$ cat src/rtl/bcd_seq_pkg.sv
// Shared types and helpers for the BCD operation sequencer.
package bcd_seq_pkg;

  localparam int unsigned STATE_W = 4;
  localparam int unsigned MAX_CH  = 8;
  localparam int unsigned CH_W    = 3;

  typedef enum logic [STATE_W-1:0] {
    RST      = 4'd0,
    INIT_REQ = 4'd1,
    INIT_REL = 4'd2,
    IDLE     = 4'd3,
    LOAD_REQ = 4'd4,
    LOAD_REL = 4'd5,
    OPD_REQ  = 4'd6,
    OPD_REL  = 4'd7,
    DIG_REQ  = 4'd8,
    DIG_REL  = 4'd9
  } seqState_e;

  // Index of the lowest set bit; returns 0 for an all-zero vector.
  function automatic logic [CH_W-1:0] lowestSetIdx(input logic [MAX_CH-1:0] vec);
    logic [CH_W-1:0] idx;
    idx = '0;
    for (int i = MAX_CH - 1; i >= 0; i--) begin
      if (vec[i]) idx = CH_W'(i);
    end
    return idx;
  endfunction

endpackage

$ cat src/rtl/hs_timeout_timer.sv
// Per-phase handshake watchdog: counts enabled cycles since the last clear.
module hs_timeout_timer #(
  parameter int unsigned ACK_TIMEOUT = 1024,
  parameter int unsigned TIMEOUT_W   = 10
) (
  input  logic clock,
  input  logic reset,
  input  logic clear,
  input  logic enable,
  output logic expired
);

  localparam logic [TIMEOUT_W-1:0] LIMIT = TIMEOUT_W'(ACK_TIMEOUT - 1);

  logic [TIMEOUT_W-1:0] count;

  // Cycle counter, cleared on state entry and saturating at the limit.
  always_ff @(posedge clock or posedge reset) begin
    if (reset) begin
      count <= '0;
    end else if (clear) begin
      count <= '0;
    end else if (enable && (count != LIMIT)) begin
      count <= count + TIMEOUT_W'(1);
    end
  end

  // Expiry is a same-cycle flag so the sequencer can abort on this edge.
  assign expired = enable && (count == LIMIT);

endmodule

$ cat src/rtl/bcd_op_sequencer.sv
// Sequences operand loads, operand displays and result-digit displays over
// four-phase req/ack handshakes, with edge-detected buttons, fixed-priority
// arbitration and a sticky per-phase ack timeout.
module bcd_op_sequencer
  import bcd_seq_pkg::*;
#(
  parameter int unsigned NUM_OPERANDS = 2,
  parameter int unsigned NUM_DIGITS   = 2,
  parameter int unsigned ACK_TIMEOUT  = 1024,
  parameter int unsigned TIMEOUT_W    = 10
) (
  input  logic                    clock,
  input  logic                    reset,
  input  logic [NUM_OPERANDS-1:0] load_btn,
  input  logic [NUM_DIGITS-1:0]   digit_btn,
  output logic                    init_req,
  input  logic                    init_ack,
  output logic [NUM_OPERANDS-1:0] load_req,
  input  logic [NUM_OPERANDS-1:0] load_ack,
  output logic [NUM_OPERANDS-1:0] opdisp_req,
  input  logic [NUM_OPERANDS-1:0] opdisp_ack,
  output logic [NUM_DIGITS-1:0]   digit_req,
  input  logic [NUM_DIGITS-1:0]   digit_ack,
  output logic                    busy,
  output logic                    error,
  output logic [STATE_W-1:0]      state_dbg
);

  seqState_e state;
  seqState_e stateNext;

  logic [CH_W-1:0] ch;
  logic [CH_W-1:0] chNext;

  logic [NUM_OPERANDS-1:0] loadBtnQ;
  logic [NUM_DIGITS-1:0]   digitBtnQ;
  logic [NUM_OPERANDS-1:0] loadEvt;
  logic [NUM_DIGITS-1:0]   digitEvt;

  logic [NUM_OPERANDS-1:0] opSel;
  logic [NUM_DIGITS-1:0]   digSel;
  logic                    loadAckSel;
  logic                    opdAckSel;
  logic                    digitAckSel;

  logic timerClear;
  logic timerEnable;
  logic timerExpired;
  logic timeoutHit;

  // Button history for rising-edge detection.
  always_ff @(posedge clock or posedge reset) begin
    if (reset) begin
      loadBtnQ  <= '0;
      digitBtnQ <= '0;
    end else begin
      loadBtnQ  <= load_btn;
      digitBtnQ <= digit_btn;
    end
  end

  // Rising edges only; a held button produces a single event.
  always_comb begin
    loadEvt  = load_btn & ~loadBtnQ;
    digitEvt = digit_btn & ~digitBtnQ;
  end

  // Acks of the latched channel only; other channels are ignored.
  always_comb begin
    opSel       = NUM_OPERANDS'(1) << ch;
    digSel      = NUM_DIGITS'(1) << ch;
    loadAckSel  = |(load_ack & opSel);
    opdAckSel   = |(opdisp_ack & opSel);
    digitAckSel = |(digit_ack & digSel);
  end

  // The watchdog runs in every handshake phase and restarts on each state entry.
  always_comb begin
    timerEnable = (state != RST) && (state != IDLE);
    timerClear  = (stateNext != state);
  end

  hs_timeout_timer #(
    .ACK_TIMEOUT (ACK_TIMEOUT),
    .TIMEOUT_W   (TIMEOUT_W)
  ) u_timer (
    .clock   (clock),
    .reset   (reset),
    .clear   (timerClear),
    .enable  (timerEnable),
    .expired (timerExpired)
  );

  // State and latched channel register.
  always_ff @(posedge clock or posedge reset) begin
    if (reset) begin
      state <= RST;
      ch    <= '0;
    end else begin
      state <= stateNext;
      ch    <= chNext;
    end
  end

  // Next-state logic: handshakes, arbitration in IDLE, timeout abort.
  always_comb begin
    stateNext  = state;
    chNext     = ch;
    timeoutHit = 1'b0;

    case (state)
      RST:      stateNext = INIT_REQ;
      INIT_REQ: if (init_ack)     stateNext = INIT_REL;
      INIT_REL: if (!init_ack)    stateNext = IDLE;
      IDLE: begin
        if (|loadEvt) begin
          chNext    = lowestSetIdx(MAX_CH'(loadEvt));
          stateNext = LOAD_REQ;
        end else if (|digitEvt) begin
          chNext    = lowestSetIdx(MAX_CH'(digitEvt));
          stateNext = DIG_REQ;
        end
      end
      LOAD_REQ: if (loadAckSel)   stateNext = LOAD_REL;
      LOAD_REL: if (!loadAckSel)  stateNext = OPD_REQ;
      OPD_REQ:  if (opdAckSel)    stateNext = OPD_REL;
      OPD_REL:  if (!opdAckSel)   stateNext = IDLE;
      DIG_REQ:  if (digitAckSel)  stateNext = DIG_REL;
      DIG_REL:  if (!digitAckSel) stateNext = IDLE;
      default:  stateNext = RST;
    endcase

    // A stuck phase abandons the whole transaction, including any pending display.
    if (timerExpired) begin
      stateNext  = IDLE;
      timeoutHit = 1'b1;
    end
  end

  // Registered outputs decoded from the state being entered.
  always_ff @(posedge clock or posedge reset) begin
    if (reset) begin
      init_req   <= 1'b0;
      load_req   <= '0;
      opdisp_req <= '0;
      digit_req  <= '0;
      busy       <= 1'b1;
      error      <= 1'b0;
      state_dbg  <= '0;
    end else begin
      init_req   <= (stateNext == INIT_REQ);
      load_req   <= (stateNext == LOAD_REQ) ? (NUM_OPERANDS'(1) << chNext) : '0;
      opdisp_req <= (stateNext == OPD_REQ)  ? (NUM_OPERANDS'(1) << chNext) : '0;
      digit_req  <= (stateNext == DIG_REQ)  ? (NUM_DIGITS'(1) << chNext)   : '0;
      busy       <= (stateNext != IDLE);
      error      <= error | timeoutHit;
      state_dbg  <= STATE_W'(stateNext);
    end
  end

endmodule

$ cat config.mk
export PLATFORM = sky130hd
export DESIGN_NAME = bcd_op_sequencer
export DESIGN_NICKNAME = d
export VERILOG_FILES = /design/src/rtl/bcd_seq_pkg.sv /design/src/rtl/hs_timeout_timer.sv /design/src/rtl/bcd_op_sequencer.sv
export SDC_FILE = /design/constraint.sdc
export NUM_CORES = 1
export LEC_CHECK = 0
export ABC_AREA = 1
export CORE_ASPECT_RATIO = 0.6
export CORE_UTILIZATION = 50
export CTS_CLUSTER_DIAMETER = 200
export CTS_CLUSTER_SIZE = 14
export DETAILED_ROUTE_END_ITERATION = 7
export PLACE_DENSITY = 0.75
export SYNTH_ARGS = -nofsm -noshare
export SYNTH_HDL_FRONTEND = slang
export SYNTH_SLANG_ARGS = --single-unit
$ cat constraint.sdc
create_clock -name clock -period 4.3 [get_ports clock]
set_input_delay 0.43 -clock clock [delete_from_list [all_inputs] [get_ports clock]]
set_output_delay 0.43 -clock clock [all_outputs]
set_load 0.1 [all_outputs]
==> run metrics <==
status finished clean; largest family of logic cells by synthesized area simple AND/OR/NAND/NOR gates; GRT overflow 0; Final Critical Period 2381 ps; mux contribution to synthesized area 0; # DRC 0; Routed Antenna Nets 0; Top FF cell, synth dfrtp_1; Setup crit start kind register; # hold bufs at CTS 0; register area share after synthesis 0.4721; post-placement cell count 280; metal3 WL 322 um; depth of the worst register-to-register path 11; # rows 15; top-area cell type share of the netlist area 0.4556; maxcap violations 0; simple-gate portion of the synthesized area 0.4014; count of input and output buffers 25; layout cell share with drive strength beyond 1 0.1057; Max Used Layer met4; EDFF count, synth 0; CTS root buf clkbuf_8; top-count cell post-synth nand2_1; CP required 3870 ps; worst reg2reg setup slack 2380 ps; Resized Gates After CTS 0; Slowest-stage cell, CP clkdlybuf4s50_1; Cell Chain, Critical Path clkdlybuf4s50_1; #FFs+latches synth 30; routability cong. 0.9127; ys async rst share 1.000; Num Clock Sinks 30; postcts setup bufs 0; CP peak stage delay 1180 ps; Max FO, Critical Path 7; Synth top cells by count 62 x nand2_1, 36 x nor2_1, 29 x dfrtp_1; Slew Limit Fails 0; Setup-failing EPs final 0; Longest Clk Path Bufs 2; Post-DP HPWL 2632 um; met1 WL 1882 um; Die W 74.87 um; Peak Freq 0.4201 GHz; metal2 WL 1375 um; Vias/cell 5.059; Worst Path Buf+Inv 1; CTS clk-pin slew, worst paths 60 ps; WP data arrival 1950 ps; Initial Util 0.5406; type of the worst setup path reg2out; Synthesized Nets 226; area grow syn2layout 28.44%; post-synth top area cell dfrtp_1; TritonCTS clock tree done; CTS Buf Count 5; top cells by area, synth dfrtp_1 46%, nand2_1 15%, nor2_1 8.5%; drt pass-1 iters 4; Synth Area per Inst 7.513 um^2; share of the core filled with cells 0.6943; core area 2947 um^2; via count 1457; synthesized cell area 1593 um^2; Synth Area in Compound Gates 0.009427; fin nets 259; WP depth 1; Yosys cell types 19; first-pass GRT wire length 5858 um; final hold violation count 0; XOR/XNOR share of the synthesized area 0.03849; Critical Path Sink Type output pin; peak supply drop 0.0004375 V; setup_tns 0 ps; Synthesis Warnings 0; Cell Pwr Density 757.5 nW/um^2; Die ar. 3423 um^2; vias in the first global route 1244; Worst Hold Class in2async; share of the clock period used by the worst path 0.5536; Slew @ Worst Pin 977.7 ps; DR WL/cell 12.61 um; Top delay family on crit path buffers and inverters; initial antenna violation count 0; Clock Latency Late Sink 280 ps; GRT Overall Usage 0.2435; count of non-filler cells in the finished layout 288; Worst Skew 2.977 ps; Top Ports 26; # diodes 0; Mapped Cells 212; pin count of the biggest net entering global routing 23; leakage 1.044 nW; die height 45.72 um; RSZ-0062 raised after global routing false; post-synthesis adder-cell area fraction 0.007855; DR iter-0 viols 80; relative slew slack 0.3461; Routed WL 3633 um; H-tree lvl count 2
kinds of logic after synthesis:
kind of cell,count (synthesis)
XOR/XNOR,7
AO/OA/AOI/OAI,3
flip-flops,30
AND/OR/NAND/NOR,141
buffers and inverters,30
adder cells (fa/ha/maj),1
worst paths after layout:
| kind | start | end |
|---|---|---|
| setup / recovery | state_dbg[3] | state_dbg[3] |
| hold / removal | reset | init_req |
| setup reg to reg | u_timer.count[0] | u_timer.count[7] |
| hold reg to reg | error | error |
| max in group asynchronous | reset | u_timer.count[4] |
| min in group clock | error | error |
metrics by stage:
| stage | hold WS [ps] | worst slack [ps] | instance area (um^2) | total power [mW] |
|---|---|---|---|---|
| global placement | 444.8 | 2216 | 1903 | 1.172 |
| CTS | 392.5 | 1925 | 2046 | 1.546 |
| detailed placement | 456.8 | 2219 | 1903 | 1.177 |
| floorplan | 461.4 | 2040 | 1593 | 0.9978 |
| global route | 425.2 | 1868 | 2046 | 1.645 |
| finish | 389.6 | 1919 | 2046 | 1.550 |
routing by layer:
metal,vias up,track usage
met1,658,0.3683
met3,7,0.07301
li1,728,-
met2,64,0.3135
met5,-,0
met4,0,0.1094
layout make-up:
| type | count | area (um^2) |
|---|---|---|
| tap | 42 | 52.55 |
| multi-input combinational | 152 | 728.2 |
| clock inverter | 2 | 60.06 |
| sequential | 30 | 752.0 |
| clock buffer | 6 | 82.58 |
| fill | 242 | 900.9 |
| inverter | 30 | 112.6 |
| timing repair buffer | 26 | 257.7 |
placed cells by master (no fill, tap or decap), drive strengths merged, types with 5 or more instances in the layout:
master	count
clkbuf	6
clkdlybuf4s50	25
dfrtp	29
inv	30
nand2	65
nand3	24
nand4	9
nor2	41
xor2	5
report_power, final:
group          total (mW)  internal (mW)  leakage, nW  switching (mW)
Sequential          0.386          0.334        0.397          0.0523
Combinational       0.808          0.204        0.575           0.604
Clock               0.356          0.247       0.0714           0.108
flip-flops by register name (all words and copies together) (netlist names), 2 cells and up:
signal,count
digit_req,2
digitBtnQ,2
u_timer.count,10
state_dbg,4
ch,3
load_req,2
loadBtnQ,2
opdisp_req,2
No activity file was read; power rests on OpenSTA's default activity.
